==> src/rtl/i2c_line_driver.sv <==
// I2C bit-level line driver: turns START/STOP/WRITE/READ into four timed open-drain phases.
// Each phase lasts clk_cnt+1 cycles; a released SCL held low by a slave freezes the phase.
module i2c_line_driver (
   input  logic        clk,
   input  logic        rst,
   input  logic        ena,
   input  logic [15:0] clk_cnt,
   input  logic [2:0]  cmd,
   input  logic        cmd_valid,
   input  logic        din,
   input  logic        scl_i,
   input  logic        sda_i,
   output logic        cmd_ack,
   output logic        dout,
   output logic        busy,
   output logic        al,
   output logic        scl_oen,
   output logic        sda_oen
);

   localparam logic [2:0] CMD_START = 3'b001;
   localparam logic [2:0] CMD_STOP  = 3'b010;
   localparam logic [2:0] CMD_WRITE = 3'b011;
   localparam logic [2:0] CMD_READ  = 3'b100;

   typedef enum logic [2:0] {
      ST_IDLE,
      ST_A,
      ST_B,
      ST_C,
      ST_D
   } state_t;

   state_t      state_q, state_d;
   state_t      phase_nxt;
   logic [15:0] timer_q, timer_d;
   logic [2:0]  cmd_q, cmd_d;
   logic        din_q, din_d;
   logic        scl_oen_q, scl_oen_d;
   logic        sda_oen_q, sda_oen_d;
   logic        ack_q, ack_d;
   logic        al_q, al_d;
   logic        busy_q, busy_d;
   logic        dout_q, dout_d;
   logic        stretch;
   logic        legal_cmd;
   logic        lost;

   // Returns {sda_oen, scl_oen} to drive while in phase ph of command c.
   function automatic logic [1:0] phase_lines(input logic [2:0] c, input state_t ph,
                                              input logic d, input logic scl_prev);
      logic [1:0] l;
      l = 2'b11;
      case (c)
         CMD_START: begin
            case (ph)
               ST_A:    l = {1'b1, scl_prev};
               ST_B:    l = 2'b11;
               ST_C:    l = 2'b01;
               ST_D:    l = 2'b00;
               default: l = 2'b11;
            endcase
         end
         CMD_STOP: begin
            case (ph)
               ST_A:    l = 2'b00;
               ST_B:    l = 2'b01;
               ST_C:    l = 2'b01;
               ST_D:    l = 2'b11;
               default: l = 2'b11;
            endcase
         end
         CMD_WRITE: begin
            case (ph)
               ST_A:    l = {d, 1'b0};
               ST_B:    l = {d, 1'b1};
               ST_C:    l = {d, 1'b1};
               ST_D:    l = {d, 1'b0};
               default: l = 2'b11;
            endcase
         end
         CMD_READ: begin
            case (ph)
               ST_A:    l = 2'b10;
               ST_B:    l = 2'b11;
               ST_C:    l = 2'b11;
               ST_D:    l = 2'b10;
               default: l = 2'b11;
            endcase
         end
         default: l = 2'b11;
      endcase
      return l;
   endfunction

   assign legal_cmd = (cmd == CMD_START) || (cmd == CMD_STOP) ||
                      (cmd == CMD_WRITE) || (cmd == CMD_READ);
   assign stretch   = scl_oen_q && !scl_i;
   // Only a driven-high SDA that reads back low counts as a lost bus.
   assign lost      = (cmd_q == CMD_WRITE) && din_q && !sda_i &&
                      ((state_q == ST_B) || (state_q == ST_C));

   always_comb begin
      phase_nxt = ST_D;
      case (state_q)
         ST_A:    phase_nxt = ST_B;
         ST_B:    phase_nxt = ST_C;
         ST_C:    phase_nxt = ST_D;
         default: phase_nxt = ST_D;
      endcase
   end

   always_comb begin
      state_d   = state_q;
      timer_d   = timer_q;
      cmd_d     = cmd_q;
      din_d     = din_q;
      scl_oen_d = scl_oen_q;
      sda_oen_d = sda_oen_q;
      ack_d     = 1'b0;
      al_d      = 1'b0;
      busy_d    = busy_q;
      dout_d    = dout_q;

      if (!ena) begin
         state_d   = ST_IDLE;
         scl_oen_d = 1'b1;
         sda_oen_d = 1'b1;
         busy_d    = 1'b0;
      end else if (state_q == ST_IDLE) begin
         if (cmd_valid && legal_cmd) begin
            state_d                = ST_A;
            cmd_d                  = cmd;
            din_d                  = din;
            timer_d                = clk_cnt;
            busy_d                 = 1'b1;
            {sda_oen_d, scl_oen_d} = phase_lines(cmd, ST_A, din, scl_oen_q);
         end
      end else if (stretch) begin
         state_d = state_q;
      end else if (timer_q != 16'd0) begin
         timer_d = timer_q - 16'd1;
      end else if (lost) begin
         state_d   = ST_IDLE;
         scl_oen_d = 1'b1;
         sda_oen_d = 1'b1;
         busy_d    = 1'b0;
         al_d      = 1'b1;
      end else if (state_q == ST_D) begin
         state_d = ST_IDLE;
         ack_d   = 1'b1;
         busy_d  = 1'b0;
      end else begin
         state_d                = phase_nxt;
         timer_d                = clk_cnt;
         {sda_oen_d, scl_oen_d} = phase_lines(cmd_q, phase_nxt, din_q, scl_oen_q);
         if ((cmd_q == CMD_READ) && (state_q == ST_C)) begin
            dout_d = sda_i;
         end
      end
   end

   always_ff @(posedge clk) begin
      if (rst) begin
         state_q   <= ST_IDLE;
         timer_q   <= 16'd0;
         cmd_q     <= 3'b000;
         din_q     <= 1'b0;
         scl_oen_q <= 1'b1;
         sda_oen_q <= 1'b1;
         ack_q     <= 1'b0;
         al_q      <= 1'b0;
         busy_q    <= 1'b0;
         dout_q    <= 1'b0;
      end else begin
         state_q   <= state_d;
         timer_q   <= timer_d;
         cmd_q     <= cmd_d;
         din_q     <= din_d;
         scl_oen_q <= scl_oen_d;
         sda_oen_q <= sda_oen_d;
         ack_q     <= ack_d;
         al_q      <= al_d;
         busy_q    <= busy_d;
         dout_q    <= dout_d;
      end
   end

   assign cmd_ack = ack_q;
   assign al      = al_q;
   assign busy    = busy_q;
   assign dout    = dout_q;
   assign scl_oen = scl_oen_q;
   assign sda_oen = sda_oen_q;

endmodule

==> config.mk <==
export PLATFORM = sky130hd
export DESIGN_NAME = i2c_line_driver
export DESIGN_NICKNAME = d
export VERILOG_FILES = /design/src/rtl/i2c_line_driver.sv
export SDC_FILE = /design/constraint.sdc
export NUM_CORES = 1
export LEC_CHECK = 0
export BUFFER_PORTS_ARGS = -buffer_cell sky130_fd_sc_hd__buf_2
export CAP_MARGIN = 20
export CELL_PAD_IN_SITES_DETAIL_PLACEMENT = 0
export CELL_PAD_IN_SITES_GLOBAL_PLACEMENT = 1
export CORE_MARGIN = 10
export CORE_UTILIZATION = 40
export DETAILED_ROUTE_END_ITERATION = 10
export GPL_TIMING_DRIVEN = 0
export PLACE_DENSITY = 0.76
export SLEW_MARGIN = 30
export SYNTH_ARGS = -nofsm -noshare
export SYNTH_HDL_FRONTEND = slang
export SYNTH_SLANG_ARGS = --single-unit
export TNS_END_PERCENT = 100
==> constraint.sdc <==
create_clock -name clk -period 2.85 [get_ports clk]
set_input_delay 0.57 -clock clk [delete_from_list [all_inputs] [get_ports clk]]
set_output_delay 0.57 -clock clk [all_outputs]
set_load 0.1 [all_outputs]
==> out/metrics.cfg <==
[min_path]
whs_path_depth=2
min_from=dout$_SDFFE_PP0P_
hp-class=flop to flop
hold_path_end=dout$_SDFFE_PP0P_

[worst_setup_path]
crit_chain=inv_1 > ha_1 > or3b_2 > o41ai_4 > clkbuf_1 > nor2_1 > a21oi_1 > o32ai_1
arrival_ns=2.64
critical_path_required_ns=3.01
reg2reg_depth=8
slowest_delay_ns=0.54
rrSetupSlack_ns=0.37
cp-end-kind=flop
cp_max_fo=10
start_kind=flop
critical_path_class=flop to flop
slowest_stage=or3b_2
r2r_start=timer_q[0]$_SDFFE_PP0P_
r2r_end=timer_q[7]$_SDFFE_PP0P_

[synthesis]
syn_inst=241
synth_nets=269
avgSynthCellArea_sq_um=7.819
syn-cell-area_sq_um=1884
synth.distinct_cells=47
async_flop_share=0
yosys.area_share.adder=0.01328
ys_seq_area_frac=0.3081
synth_compound_area_frac=0.2935
yosys.area_share.simple=0.2955
synth_top_family_by_area=simple AND/OR/NAND/NOR gates
synth_mux_area_frac=0.01594
synth-edff-count=0
synth-xor-area-share=0
synth_ff_type=dfxtp_1
synth_seq_cells=29
yosysWarningCount=0

[timing]
slew_headroom=0.4831
worstMarginPinSlew_ns=0.7694
skew_ns=0.006530
period_share=0.8715
final.min_clock_period_ns=2.484
maxSlewViolCount=0
maxClockFrequency_ghz=0.4026
rsz0062_at_grt=false
finalSetupViolCount=0
fin_tns_setup_ns=0
hold_viol_final=0

[power]
leakage_uw=0.0008294
vdd_drop_max_uv=320.7
powerDensity_nw_per_um2=513.0
finalPower_uw=1129

[clocking]
cts_setup_buffers=0
cts-root-buf=clkbuf_8
holdBufCountCts=0
clock_latency_ns=0.29
cts.sinks=29
path_clk_slew_ns=0.07
htreeDepth=2
cts_buffer_depth=2
cts_tree=done
cts_resized=0
cts_buffers=5

[placement]
place.gp.congestion=0.8136
io_buffer_count=30
hpwl_um=3913
placed_cells=323

[die]
pin_count=32
die_h_um=88.64
core-area_sq_um=4444
placementRows=24
initial_utilization=0.4240
die_area_sq_um=7856
die_x_um=88.64

[global_routing]
grt_pass1_vias=1784
grt_pass1_wl_um=8756
overflow=0
grt_max_degree=11
gr-usage-all-layers=0.1415
antenna_found_initial=0

[final_layout]
nFillCells=461
finalNonFillerCells=331
drive_gt1_frac=0.2115
area_growth_pct=16.80
register_area_sq_um=580.6
nets=306
n_antenna_cell=0
multi_input_area_sq_um=1165
final_cell_mix=buf_2 (33), a21oi_1 (33), dfxtp_1 (29)

[run_status]
status=finished clean

[routing]
wl_per_cell_um=15.92
final_antenna_net_count=0
drt_first_pass_iters=4
dr.first_iter.drc_count=134
vias=1881
wl_um=5271
via_per_inst=5.683
drcViolationCount=0

[flow_run]
max_cap_violations=0

==> flip-flops by register name, indices dropped and copies added, names as in the netlist <==
name	cells
al	1
cmd_q	3
timer_q	16
state_q	3
din_q	1
busy	1
dout	1
scl_oen	1
sda_oen	1
cmd_ack	1
==> worst max-delay path: cells and delay by family, from the launching register on <==
family / cells / cell delay (ns)
buffers and inverters: 2 / 0.53
DFF: 1 / 0.34
AOI/OAI and AO/OA: 3 / 0.71
and+or+nand+nor: 2 / 0.64
adders and majority gates: 1 / 0.14
==> Yosys cell counts, types with 2 or more instances <==
library cell	number	share of area
a211oi_1	4	0.016
a21o_1	2	0.0080
a21oi_1	33	0.088
a31oi_1	5	0.017
a32oi_1	2	0.0093
and4_1	2	0.0093
buf_2	3	0.0080
buf_6	3	0.018
clkbuf_1	9	0.018
dfxtp_1	29	0.31
ha_1	2	0.013
inv_1	14	0.028
mux2i_1	3	0.016
nand2_1	11	0.022
nand2b_1	3	0.010
nand3_1	6	0.016
nand4b_1	2	0.0093
nor2_1	17	0.034
nor2b_1	7	0.023
nor3_1	11	0.029
nor3b_1	2	0.0080
nor4_1	3	0.010
o211ai_1	3	0.012
o21ai_0	17	0.045
o21bai_1	2	0.0080
o32ai_1	5	0.023
o32ai_2	3	0.026
or2_2	3	0.010
or3_1	10	0.033
or3b_1	2	0.0093
or3b_2	3	0.014
or4_1	5	0.020
==> per-stage QoR <==
step / setup WS [ns] / utilization / hold WS (ns) / area (sq um)
6_report: 0.3661 / 0.4952 / 0.4733 / 2201
3_5_place_dp: 0.3778 / 0.4724 / 0.4711 / 2100
3_3_place_gp: 0.3602 / 0.4724 / 0.4560 / 2100
5_1_grt: 0.1010 / 0.4952 / 0.5082 / 2201
2_1_floorplan: 0.6704 / - / 0.4460 / 1884
4_1_cts: 0.3535 / 0.4952 / 0.4828 / 2201
==> report_power, final <==
part / switching (uW) / total [uW] / internal (uW)
logic: 184 / 303 / 119
clock network: 166 / 384 / 218
registers: 18.0 / 442 / 424
total: 368 / 1130 / 761
==> how the worst max path moves through the flow <==
stage	from	to	slack, ns	cells after the start
2_1_floorplan	timer_q[4]$_SDFFE_PP0P_	state_q[2]$_SDFFE_PP0P_	0.67	6
3_3_place_gp	state_q[2]$_SDFFE_PP0P_	timer_q[11]$_SDFFE_PP0P_	0.36	7
3_5_place_dp	timer_q[1]$_SDFFE_PP0P_	timer_q[7]$_SDFFE_PP0P_	0.38	8
4_1_cts	state_q[2]$_SDFFE_PP0P_	timer_q[11]$_SDFFE_PP0P_	0.35	7
5_1_grt	timer_q[0]$_SDFFE_PP0P_	timer_q[14]$_SDFFE_PP0P_	0.10	8
6_report	timer_q[0]$_SDFFE_PP0P_	timer_q[7]$_SDFFE_PP0P_	0.37	8
==> area by class of cell <==
class	instances	share of cell area
Timing Repair Buffer	30	0.06822
Sequential cell	29	0.2638
Tap cell	52	0.02956
Multi-Input combinational cell	182	0.5293
Clock inverter	1	0.002274
Clock buffer	7	0.04377
Inverter	14	0.02388
Buffer	16	0.03923
==> metal layers <==
metal / vias to the layer above / share of wire / global-route usage
met5: - / 0 / 0
met4: 0 / 0.015 / 0.05727
met3: 7 / 0.064 / 0.03585
met2: 46 / 0.39 / 0.1902
met1: 856 / 0.53 / 0.2055
li1: 972 / - / -
==> logic make-up after synthesis <==
group / count (synthesis)
simple gates: 94
flops: 29
mux: 3
compound gates: 83
fa+ha+maj: 2
buf+inv: 30
No activity file was read; power rests on OpenSTA's default activity.
